$ cat config.mk
export PLATFORM = sky130hd
export DESIGN_NAME = sc_turn_arbiter
export DESIGN_NICKNAME = d
export VERILOG_FILES = /design/src/rtl/sc_turn_arbiter.sv
export SDC_FILE = /design/constraint.sdc
export NUM_CORES = 1
export LEC_CHECK = 0
export BUFFER_PORTS_ARGS = -buffer_cell sky130_fd_sc_hd__buf_2
export CORE_ASPECT_RATIO = 0.6
export CORE_MARGIN = 2
export CORE_UTILIZATION = 59
export DETAILED_ROUTE_END_ITERATION = 12
export HOLD_SLACK_MARGIN = 0.05
export PLACE_DENSITY = 0.86
export SETUP_SLACK_MARGIN = 0.15
export SYNTH_ARGS = -nofsm -noshare
export SYNTH_HDL_FRONTEND = slang
export SYNTH_SLANG_ARGS = --single-unit
$ cat constraint.sdc
create_clock -name SC_TURNARBITER_CLOCK_50 -period 2.9 [get_ports SC_TURNARBITER_CLOCK_50]
set_input_delay 0.58 -clock SC_TURNARBITER_CLOCK_50 [delete_from_list [all_inputs] [get_ports SC_TURNARBITER_CLOCK_50]]
set_output_delay 0.58 -clock SC_TURNARBITER_CLOCK_50 [all_outputs]
set_load 0.03 [all_outputs]
$ cat src/rtl/sc_turn_arbiter.sv
// sc_turn_arbiter: two-player turn scheduler for the shared playfield shift
// register. Grants one boundary-checked move per turn, alternating P1/P2,
// forfeits a turn after TIMEOUT_CYCLES idle cycles and ends the game once a
// player has missed MAX_MISSES turns since the last clear.
//
// Handshake: a move request is a level on the owner's 2-bit code. It is
// accepted (consumed) only in TURN when the code is 01/10 and the matching
// limit input is high. After acceptance the owner must return to 11 before
// the turn passes, so one press yields exactly one move.
//
// Debug: SC_TURNARBITER_state_Out exposes the registered FSM state
// (0 IDLE, 1 CLEAR, 2 TURN, 3 MOVE, 4 RELEASE, 5 PASS, 6 OVER).
module sc_turn_arbiter #(
   parameter int TIMEOUT_CYCLES = 50000000,
   parameter int TIMEOUT_W      = 26,
   parameter int MAX_MISSES     = 3,
   parameter int MISS_W         = 2,
   parameter int MOVE_W         = 8
) (
   input  logic              SC_TURNARBITER_CLOCK_50,
   input  logic              SC_TURNARBITER_RESET_InHigh,
   input  logic              SC_TURNARBITER_startButton_InLow,
   input  logic [1:0]        SC_TURNARBITER_p1Request_In,
   input  logic [1:0]        SC_TURNARBITER_p2Request_In,
   input  logic              SC_TURNARBITER_leftLimit_InLow,
   input  logic              SC_TURNARBITER_rightLimit_InLow,
   output logic              SC_TURNARBITER_clear_OutLow,
   output logic [1:0]        SC_TURNARBITER_shiftselection_Out,
   output logic              SC_TURNARBITER_turn_Out,
   output logic              SC_TURNARBITER_grant1_Out,
   output logic              SC_TURNARBITER_grant2_Out,
   output logic              SC_TURNARBITER_timeout_Out,
   output logic              SC_TURNARBITER_gameover_Out,
   output logic              SC_TURNARBITER_winner_Out,
   output logic [MOVE_W-1:0] SC_TURNARBITER_movecount_Out,
   output logic [2:0]        SC_TURNARBITER_state_Out
);

   typedef enum logic [2:0] {
      STATE_IDLE    = 3'd0,
      STATE_CLEAR   = 3'd1,
      STATE_TURN    = 3'd2,
      STATE_MOVE    = 3'd3,
      STATE_RELEASE = 3'd4,
      STATE_PASS    = 3'd5,
      STATE_OVER    = 3'd6
   } state_t;

   localparam logic [1:0] CODE_IDLE  = 2'b11;
   localparam logic [1:0] CODE_LEFT  = 2'b01;
   localparam logic [1:0] CODE_RIGHT = 2'b10;

   state_t               state;
   state_t               stateNext;
   logic                 turn;
   logic [TIMEOUT_W-1:0] timer;
   logic [MISS_W-1:0]    miss1;
   logic [MISS_W-1:0]    miss2;
   logic [MOVE_W-1:0]    moveCount;
   logic                 winner;
   logic [1:0]           moveCode;

   logic [1:0]           ownerReq;
   logic                 validReq;
   logic                 timerDone;
   logic [MISS_W-1:0]    ownerMiss;
   logic [MISS_W-1:0]    missInc;
   logic                 missLimit;

   // Request selection (the only Mealy path) and turn bookkeeping terms
   always_comb begin
      ownerReq  = turn ? SC_TURNARBITER_p2Request_In : SC_TURNARBITER_p1Request_In;
      validReq  = ((ownerReq == CODE_LEFT)  && SC_TURNARBITER_leftLimit_InLow) ||
                  ((ownerReq == CODE_RIGHT) && SC_TURNARBITER_rightLimit_InLow);
      timerDone = (timer == TIMEOUT_W'(TIMEOUT_CYCLES - 1));
      ownerMiss = turn ? miss2 : miss1;
      missInc   = ownerMiss + MISS_W'(1);
      missLimit = (missInc == MISS_W'(MAX_MISSES));
   end

   // State register; reset overrides every transition
   always_ff @(posedge SC_TURNARBITER_CLOCK_50) begin
      if (SC_TURNARBITER_RESET_InHigh) begin
         state <= STATE_IDLE;
      end else begin
         state <= stateNext;
      end
   end

   // Next-state logic; unused encodings fall back to IDLE
   always_comb begin
      stateNext = state;
      case (state)
         STATE_IDLE:    if (!SC_TURNARBITER_startButton_InLow) stateNext = STATE_CLEAR;
         STATE_CLEAR:   stateNext = STATE_TURN;
         STATE_TURN: begin
            if (validReq) begin
               stateNext = STATE_MOVE;
            end else if (timerDone) begin
               stateNext = STATE_PASS;
            end
         end
         STATE_MOVE:    stateNext = STATE_RELEASE;
         STATE_RELEASE: if (ownerReq == CODE_IDLE) stateNext = STATE_TURN;
         STATE_PASS:    stateNext = missLimit ? STATE_OVER : STATE_TURN;
         STATE_OVER:    if (!SC_TURNARBITER_startButton_InLow) stateNext = STATE_CLEAR;
         default:       stateNext = STATE_IDLE;
      endcase
   end

   // Turn owner, timer, miss/move counters, latched move code and winner
   always_ff @(posedge SC_TURNARBITER_CLOCK_50) begin
      if (SC_TURNARBITER_RESET_InHigh) begin
         turn      <= 1'b0;
         timer     <= '0;
         miss1     <= '0;
         miss2     <= '0;
         moveCount <= '0;
         winner    <= 1'b0;
         moveCode  <= CODE_IDLE;
      end else begin
         case (state)
            STATE_CLEAR: begin
               turn      <= 1'b0;
               timer     <= '0;
               miss1     <= '0;
               miss2     <= '0;
               moveCount <= '0;
            end
            STATE_TURN: begin
               if (validReq) begin
                  moveCode <= ownerReq;
                  timer    <= '0;
               end else if (timerDone) begin
                  timer <= '0;
               end else begin
                  timer <= timer + TIMEOUT_W'(1);
               end
            end
            STATE_MOVE: begin
               if (moveCount != {MOVE_W{1'b1}}) begin
                  moveCount <= moveCount + MOVE_W'(1);
               end
            end
            STATE_RELEASE: begin
               if (ownerReq == CODE_IDLE) begin
                  turn  <= ~turn;
                  timer <= '0;
               end
            end
            STATE_PASS: begin
               if (turn) begin
                  miss2 <= missInc;
               end else begin
                  miss1 <= missInc;
               end
               if (missLimit) begin
                  winner <= ~turn;
               end else begin
                  turn  <= ~turn;
                  timer <= '0;
               end
            end
            default: begin
            end
         endcase
      end
   end

   // Moore outputs decoded from the registered state
   always_comb begin
      SC_TURNARBITER_clear_OutLow       = (state != STATE_CLEAR);
      SC_TURNARBITER_shiftselection_Out = (state == STATE_MOVE) ? moveCode : CODE_IDLE;
      SC_TURNARBITER_grant1_Out         = (state == STATE_MOVE) && !turn;
      SC_TURNARBITER_grant2_Out         = (state == STATE_MOVE) && turn;
      SC_TURNARBITER_timeout_Out        = (state == STATE_PASS);
      SC_TURNARBITER_gameover_Out       = (state == STATE_OVER);
      SC_TURNARBITER_turn_Out           = turn;
      SC_TURNARBITER_winner_Out         = winner;
      SC_TURNARBITER_movecount_Out      = moveCount;
      SC_TURNARBITER_state_Out          = state;
   end

endmodule

[After elaboration in Yosys (flattened, before gate mapping)]
Cells that the tools add are included.
Storage, ports and cells
  bits of input ports: 9
  output and inout bits: 20
  word-level logic and storage cells: 75
  bits in registers: 45
Cells by class
  add/subtract/negate cells: 3
  bitwise operators: 1
  reductions and logical operators: 20
  equal/unequal tests: 20
  muxes and demuxes: 23
Operators by type and width (count)
  2-to-1 mux 26 bit: 4
  one-hot mux 26 bit (4 select lines): 1
  adder 26 x 1 -> 26 bit (second input constant): 1
  == test 26 bit (second input constant): 1
  one-hot mux 3 bit (6 select lines): 1
  one-hot mux 8 bit (2 select lines): 1
  2-to-1 mux 3 bit: 5
  2-to-1 mux 2 bit: 5
  inequality test 2 bit (second input constant): 5
  AND reduction 2 bit: 5
  == test 3 bit (second input constant): 3
  AND reduction 3 bit: 3
  adder 8 x 1 -> 8 bit (second input constant): 1
  2-to-1 mux 8 bit: 1
  inequality test 8 bit (second input constant): 1
  one-hot mux 2 bit (2 select lines): 2
  == test 2 bit (second input constant): 3
  == test 3 x 2 -> 1 bit (second input constant): 2
  logical AND 1 bit: 4
  nonzero test 2 bit: 2
  nonzero test 4 bit: 1
  == test 3 x 1 -> 1 bit (second input constant): 1
  logical NOT 3 bit: 1
  inequality test 3 x 1 -> 1 bit (second input constant): 1
  other kinds (11): 12

[Depth between registers and ports, before layout]
Gate-level depths: netlist (run 1).
  depth after elaboration: 6
  gate-level depth with buffers: 9
  gate-level depth less buffers: 6

[Least setup slack after synthesis (run 1)]
Ideal clock, no wire load.
  path type: register to register
  from: register turn (netlist: SC_TURNARBITER_turn_Out)
  to: register timer[11]
  library setup time: 0.080 ns
  path buffers: 2
  data arrival time: 2.696 ns
  slack: 0.124 ns
  data required time: 2.820 ns
  period minus slack after synthesis: 2.776 ns
  stages on the path, launching flop included: 9
  path through: dfxtp_1 -> buf_2 -> buf_1 -> mux2_2 -> ha_1 -> o22ai_4 -> o2111ai_4 -> or3_1 -> a211oi_2
On the way
  word-level cells in the longest chain between the ends: 6
  elaborated cells between the ends (all ways): 15
  classes of those cells: add/sub (1); eq/ne (6); mux (4); reduce/logical (4)
RTL lines
  from (decl): RTL line 55  | logic turn;
  from (signal assigned): RTL line 147  | turn <= ~turn;
  from (signal assigned): RTL line 160  | turn <= ~turn;
  parallel branches: the longest is 6 deep, another holds adder 2 x 1 -> 2 bit
  to (signal assigned): RTL line 137  | timer <= timer + TIMEOUT_W'(1);
  to (decl): RTL line 56  | logic [TIMEOUT_W-1:0] timer;
Several ways; the timed one is not identified.
A chain may end at the register's enable or synchronous reset.

[Worst setup path after layout (run 1)]
  from: register state[0] (netlist: SC_TURNARBITER_state_Out[0])
  to: output port SC_TURNARBITER_clear_OutLow
On the way
  word-level cells in the longest chain between the ends: 1
RTL lines
  from (decl): RTL line 53  | state_t state;
  from (signal assigned): RTL line 86  | state <= stateNext;
  inequality test 3 x 1 -> 1 bit: RTL line 172  | SC_TURNARBITER_clear_OutLow = (state != STATE_CLEAR);
  to (decl): RTL line 27  | output logic SC_TURNARBITER_clear_OutLow,
No other way between the ends.

==> metrics.md, run 1 <==
| Metric | Value |
|---|---|
| Synthesis-to-layout area growth | `9.570%` |
| Post-synthesis async set-or-reset flop share | `0%` |
| Full die area | `0.005210 mm^2` |
| R2r setup slk | `0.62 ns` |
| Chip Height | `56.72 um` |
| Diodes inserted | `0` |
| Worst path depth | `4` |
| Core ar. | `0.004517 mm^2` |
| Synth Area in Adders | `1.374%` |
| RePlAce Congestion | `0.8932` |
| Power Dens Cells | `732.4 mW/mm^2` |
| Max cap viols | `0` |
| Post-synth EDFFs | `0` |
| Min Tclk post-route | `2.437 ns` |
| Post-route cell area | `0.002994 mm^2` |
| CP max-delay cell | `dfxtp_1` |
| Rel. slew slack | `45.68%` |
| Worst skew pair latency | `0.30 ns` |
| CP top delay family | `flip-flops` |
| Longest Clk Path Bufs | `2` |
| Post-synthesis instance area | `0.002733 mm^2` |
| WS Path Type | `register to primary output` |
| Syn nets | `311` |
| Drt drc | `0` |
| Worst-path cell chain | `nand2b_4 -> nor2_1 -> inv_1 -> buf_2` |
| Worst R2R End | `timer[13]` |
| Initial Utilization | `60.50%` |
| Clock Skews | `0.005086 ns` |
| Post CTS Setup Buffer Count | `0` |
| TritonCTS Buffers | `5` |
| Post-route antenna net violation count | `0` |
| Setup crit start | `SC_TURNARBITER_state_Out[0]` |
| CTS Sinks | `45` |
| Count of final hold-check violations | `0` |
| Max incr delay on CP | `0.71 ns` |
| Max-slew violations | `0` |
| Global-route wire length before repair | `10.63 mm` |
| CP endpoint kind | `primary output` |
| Via Count | `2398` |
| Post-Syn Instances | `299` |
| WL/cell | `16.72 um` |
| Row cnt | `19` |
| Hpwl dp | `4.376 mm` |
| XOR/XNOR Fraction of Synth Area | `8.608%` |
| Slew @ Worst Pin | `0.8149 ns` |
| Die width | `91.86 um` |
| Routed WL | `6.388 mm` |
| Post-synthesis mux area share | `3.068%` |
| Synthesis-stage register bit count | `45` |
| Syn avg cell area | `9.139 um^2` |
| TNS Setup | `0 ns` |
| Clk pin slew, worst setup/hold paths | `0.09 ns` |
| RSZ-0062 raised after global routing | `false` |
| R2R Path Start | `SC_TURNARBITER_turn_Out` |
| Critical path startpoint category | `register` |
| Fin nets | `330` |
| Hold Startpoint | `miss1[1]` |
| Port buffer count | `28` |
| Drt first-iter violations | `220` |
| Post-DP Area | `0.002860 mm^2` |
| Filler cell count | `378` |
| Vias in the first global route | `2152` |
| Pleak | `1.008 nW` |
| Drt via density | `6.277` |
| Synth cell types | `59` |
| CP arrival | `1.86 ns` |
| Largest net degree at the start of global routing | `41` |
| GRT Resource Usage Total | `25.79%` |
| CP endpoint | `SC_TURNARBITER_clear_OutLow` |
| Layout cells sized above 1 | `20.38%` |
| H-tree depth | `2` |
| Reg2Reg Depth | `7` |
| # setup viols final | `0` |
| Total congestion overflow | `0` |
| Sequential-to-total area share from yosys stat | `32.97%` |
| Buf+Inv Stages, Crit Path | `2` |
| Hold-fix buffers, CTS | `0` |
| Status | `complete, no violations` |
| Main combinational cell family by area after synthesis | `simple AND/OR/NAND/NOR gates` |
| Worst hold path type | `register to register` |
| Post-CTS sizing | `0` |
| Hold Path Depth | `2` |
| Critical path peak fanout | `14` |
| Max Freq | `410.3 MHz` |
| Critical path required time | `2.32 ns` |
| CTS tree | `done` |
| Root buffer cell | `clkbuf_8` |
| First drt pass iteration count | `5` |
| Synth Area in Compound Gates | `23.17%` |
| VDD IR max | `0.6361 mV` |
| # IOs | `29` |
| Syn. warnings | `0` |
| Initial antenna violation count | `0` |
| Period utilization | `84.04%` |
| Ys flop type | `dfxtp_1` |
| Simple-Gate Fraction of Synth Area | `26.24%` |
## synth_stat cells (5+ instances only)
cell	number	share of area (%)
xnor2_1	13	4.2
a21oi_1	14	2.6
and4_1	7	2.2
o211ai_1	5	1.4
nand4_1	9	2.1
a211oi_1	5	1.4
o21ai_0	11	2.0
mux2i_1	5	1.8
nand3_1	11	2.0
nor3_1	21	3.8
nor2_1	25	3.4
dfxtp_1	45	33
and2_1	6	1.4
nand2_1	14	1.9
and3_1	7	1.6
or3_1	5	1.1
xor2_1	12	3.8
clkbuf_1	7	0.96
## logic make-up (layout without fill, tap and decap cells)
| logic type | Yosys count | in the layout |
|---|---|---|
| AOI/OAI and AO/OA | 69 | 69 |
| muxes | 8 | 8 |
| and+or+nand+nor | 126 | 126 |
| DFF | 45 | 45 |
| buffers and inverters | 22 | 42 |
| xor gates and xnor gates | 26 | 26 |
| adders and majority gates | 3 | 3 |
## worst reg2reg max path, cell delays in order (launching register included)
cell and delay (ns):
dfxtp_1 0.35, buf_4 0.24, mux2i_1 0.11, ha_1 0.30, o22ai_4 0.36, o2111ai_4 0.23, or3_1 0.40, a211oi_2 0.21
## layout by cell type (no fill, tap or decap), types with 6 or more instances in the layout
cell | Yosys | final
xnor2_1 | 13 | 13
nand4_1 | 9 | 9
and3_1 | 7 | 7
xor2_1 | 12 | 12
nand3_1 | 11 | 11
dfxtp_1 | 45 | 45
nand2_1 | 14 | 14
nor3_1 | 21 | 21
a21oi_1 | 14 | 14
and2_1 | 6 | 6
buf_2 | 4 | 28
nor2_1 | 25 | 25
o21ai_0 | 11 | 11
and4_1 | 7 | 7
## per-layer routing
layer  track usage (%)  share of wire [%]  vias to the layer above
met5                 0                  0                        -
met4             6.823               0.74                        0
met3             5.906                7.2                        8
met2             37.61                 43                       93
met1             38.22                 49                     1138
li1                  -                  -                     1159
## how the worst min path moves through the flow
| stage | end |
|---|---|
| after floorplan | miss2[1] |
| after global placement | miss1[1] |
| after detailed placement | miss2[1] |
| after CTS | miss2[1] |
| after global routing | miss1[1] |
| final | miss1[1] |
## flip-flops by register name (all words and copies together), names as in the netlist
| register | flops |
|---|---|
| SC_TURNARBITER_winner_Out | 1 |
| timer | 26 |
| SC_TURNARBITER_turn_Out | 1 |
| moveCode | 2 |
| SC_TURNARBITER_state_Out | 3 |
| miss1 | 2 |
| SC_TURNARBITER_movecount_Out | 8 |
| miss2 | 2 |
## final cells by class
class,count,area [um^2],area share [%]
clock buffers,5,68.82,2.298
multi-input cells,232,1707,57.00
flip-flops and latches,45,900.9,30.09
well taps,63,78.83,2.633
repair buffers,31,162.7,5.433
inverters,3,11.26,0.3761
clock inverters,3,65.06,2.173
## power breakdown
group          leakage (nW)  internal [W]  switching, W
logic                 0.576      0.000261      0.000632
registers             0.363      0.000651     0.0000792
clock network        0.0681      0.000342      0.000228
## stage by stage
| step | total power, W | hold slack, ns | setup WS [ns] | std cells | util, % |
|---|---|---|---|---|---|
| CTS | 0.002179 | 0.4869 | 0.4963 | 382 | 66.29 |
| detailed placement | 0.001616 | 0.4742 | 0.5408 | 374 | 63.32 |
| global placement | 0.001599 | 0.4660 | 0.6038 | 374 | 63.32 |
| floorplan | 0.001502 | 0.4501 | 0.2416 | 299 | - |
| global route | 0.002307 | 0.5018 | 0.3652 | 382 | 66.29 |
| finish | 0.002193 | 0.4860 | 0.4628 | 382 | 66.29 |
No activity file was read; power rests on OpenSTA's default activity.
==> inputs of run 2 (changes only) <==
==> constraint.sdc (replaced) <==
create_clock -name SC_TURNARBITER_CLOCK_50 -period 2.5 [get_ports SC_TURNARBITER_CLOCK_50]
set_input_delay 0.5 -clock SC_TURNARBITER_CLOCK_50 [delete_from_list [all_inputs] [get_ports SC_TURNARBITER_CLOCK_50]]
set_output_delay 0.5 -clock SC_TURNARBITER_CLOCK_50 [all_outputs]
set_load 0.03 [all_outputs]
==> metrics.md, run 2 (synthesized netlist as in run 1, its figures left out) <==
| Metric | Value |
|---|---|
| Status | `complete, no violations (unchanged)` |
| Critical path required time | `2.66 ns (was 2.32 ns)` |
| Drt via density | `6.255 (was 6.277)` |
| Pwr Total | `0.002613 W (was 0.002193 W)` |
| CTS Sinks | `45 (unchanged)` |
| Pleak | `1.027 nW (was 1.008 nW)` |
| Root buffer cell | `clkbuf_8 (unchanged)` |
| Largest net degree at the start of global routing | `41 (unchanged)` |
| RePlAce Congestion | `0.8461 (was 0.8932)` |
| Top reg by flops | `timer (unchanged)` |
| Filler cell count | `378 (unchanged)` |
| Commonest non-fill, non-tap cell in the layout | `dfxtp_1 (unchanged)` |
| Die width | `91.86 um (unchanged)` |
| Switching Fraction | `42.20% (was 42.82%)` |
| Vias in the first global route | `2126 (was 2152)` |
| Max cap viols | `0 (unchanged)` |
| FF+latch area | `905.9 um^2 (was 900.9 um^2)` |
| Routed WL | `6.285 mm (was 6.388 mm)` |
| Row cnt | `19 (unchanged)` |
| Chip Height | `56.72 um (unchanged)` |
| Switch Pwr | `0.001103 W (was 0.0009390 W)` |
| Final Util | `67.29% (was 66.29%)` |
| First drt pass iteration count | `4 (was 5)` |
| Layout cells sized above 1 | `22.05% (was 20.38%)` |
| VDD IR max | `0.5872 mV (was 0.6361 mV)` |
| Max-slew violations | `0 (unchanged)` |
| Power Dens Cells | `859.7 mW/mm^2 (was 732.4 mW/mm^2)` |
| Hold-fix buffers, CTS | `0 (unchanged)` |
| Worst hold path type | `register to register (unchanged)` |
| Drt first-iter violations | `199 (was 220)` |
| # IOs | `29 (unchanged)` |
| Longest Clk Path Bufs | `2 (unchanged)` |
| TNS Setup | `0 ns (unchanged)` |
| Full die area | `0.005210 mm^2 (unchanged)` |
| Slew @ Worst Pin | `0.8188 ns (was 0.8149 ns)` |
| Setup WS pre-CTS | `0.2489 ns (was 0.5408 ns)` |
| Max FFs per register | `26 (unchanged)` |
| Max Freq | `457.5 MHz` |
| Global-route wire length before repair | `10.34 mm (was 10.63 mm)` |
| Drt drc | `0 (unchanged)` |
| Via Count | `2408 (was 2398)` |
| Post-route antenna net violation count | `0 (unchanged)` |
| Commonest non-fill, non-tap cells in the layout | `43 x dfxtp_1, 28 x buf_2, 25 x nor2_1 (was 45 x dfxtp_1, 28 x buf_2, 25 x nor2_1)` |
| Initial Utilization | `60.50% (unchanged)` |
| Hpwl dp | `4.401 mm (was 4.376 mm)` |
| WS Path Type | `register to register (was register to primary output)` |
| Initial antenna violation count | `0 (unchanged)` |
| WL/cell | `16.32 um (was 16.72 um)` |
| GRT Resource Usage Total | `25.10% (was 25.79%)` |
| Rel. slew slack | `45.42% (was 45.68%)` |
| Int Power | `0.001510 W (was 0.001254 W)` |
| H-tree depth | `2 (unchanged)` |
| Total congestion overflow | `0 (unchanged)` |
| # setup viols final | `0 (unchanged)` |
| TritonCTS Buffers | `5 (unchanged)` |
| Sequential Power Share | `31.4% (was 33.3%)` |
| Area occupied by multi-input gates | `0.001717 mm^2 (was 0.001707 mm^2)` |
| Min Tclk post-route | `2.186 ns` |
| Clock power share | `23.7% (was 26.0%)` |
| Clk pin slew, worst setup/hold paths | `0.09 ns (about the same)` |
| CP arrival | `2.35 ns (was 1.86 ns)` |
| Fin nets | `333 (was 330)` |
| CTS tree | `done (unchanged)` |
| Clock Skews | `0.007387 ns (was 0.005086 ns)` |
| Combinational share of power | `44.8% (was 40.7%)` |
| CP endpoint kind | `register (was primary output)` |
| Count of final hold-check violations | `0 (unchanged)` |
| Synthesis-to-layout area growth | `11.22% (was 9.570%)` |
| Critical path peak fanout | `22 (was 14)` |
| Critical path startpoint category | `register (unchanged)` |
| Diodes inserted | `0 (unchanged)` |
| Worst skew pair latency | `0.30 ns (about the same)` |
| Port buffer count | `28 (unchanged)` |
| Period utilization | `87.43%` |
| RSZ-0062 raised after global routing | `false (unchanged)` |
| Hold Slack | `0.4911 ns (was 0.4860 ns)` |
| Final worst setup slack | `0.3143 ns (was 0.4628 ns)` |
| Core ar. | `0.004517 mm^2 (unchanged)` |
run 2: worst paths after layout:
kind | start | end | slack (ns) | depth (start not counted)
min reg2reg | miss2[1] | miss2[1] | 0.49 | 2
max | SC_TURNARBITER_turn_Out | timer[25] | 0.31 | 6
max reg2reg | SC_TURNARBITER_turn_Out | timer[25] | 0.31 | 6
min | miss2[1] | miss2[1] | 0.49 | 2
run 2: repair_timing:
item / in CTS / in global routing
buffers inserted: 0 / 0
pin swaps: 0 / 0
setup endpoints to repair: 1 / 1
resized for setup: 1 / 1
run 2: cell type report:
| class | instances | area share [%] |
|---|---|---|
| tap | 63 | 2.594 |
| inverter | 3 | 0.3705 |
| multi-input combinational | 232 | 56.48 |
| timing repair buffer | 34 | 6.505 |
| clock buffer | 6 | 3.088 |
| sequential | 45 | 29.81 |
| clock inverter | 2 | 1.153 |
run 2: layer usage:
| layer | global-route usage [%] | share of wire, % | vias to the layer above |
|---|---|---|---|
| met5 | 0 | 0 | - |
| met4 | 7.249 | 0.89 | 0 |
| met3 | 5.235 | 6.9 | 10 |
| met2 | 35.08 | 42 | 70 |
| met1 | 38.50 | 50 | 1160 |
| li1 | - | - | 1168 |
run 2: through the flow:
| stage | cell area [um^2] | std cells |
|---|---|---|
| global placement | 2902 | 377 |
| floorplan | 2745 | 299 |
| global route | 3039 | 385 |
| CTS | 3032 | 385 |
| detailed placement | 2902 | 377 |
| finish | 3039 | 385 |
run 2: power groups by stage:
stage / sequential, W / combinational, W / clock [W]
final: 0.000822 / 0.00117 / 0.000620
after global routing: 0.000829 / 0.00126 / 0.000659
after CTS: 0.000821 / 0.00114 / 0.000629
after detailed placement: 0.000836 / 0.00113 / 0
after global placement: 0.000831 / 0.00111 / 0
after floorplan: 0.000854 / 0.000894 / 0
run 2: worst max-delay path, stage by stage (launching register included):
cell and delay (ns):
dfxtp_4 0.48, mux2_2 0.37, ha_2 0.23, o22a_4 0.35, a2111oi_2 0.39, xnor2_1 0.16
nor3_1 0.06
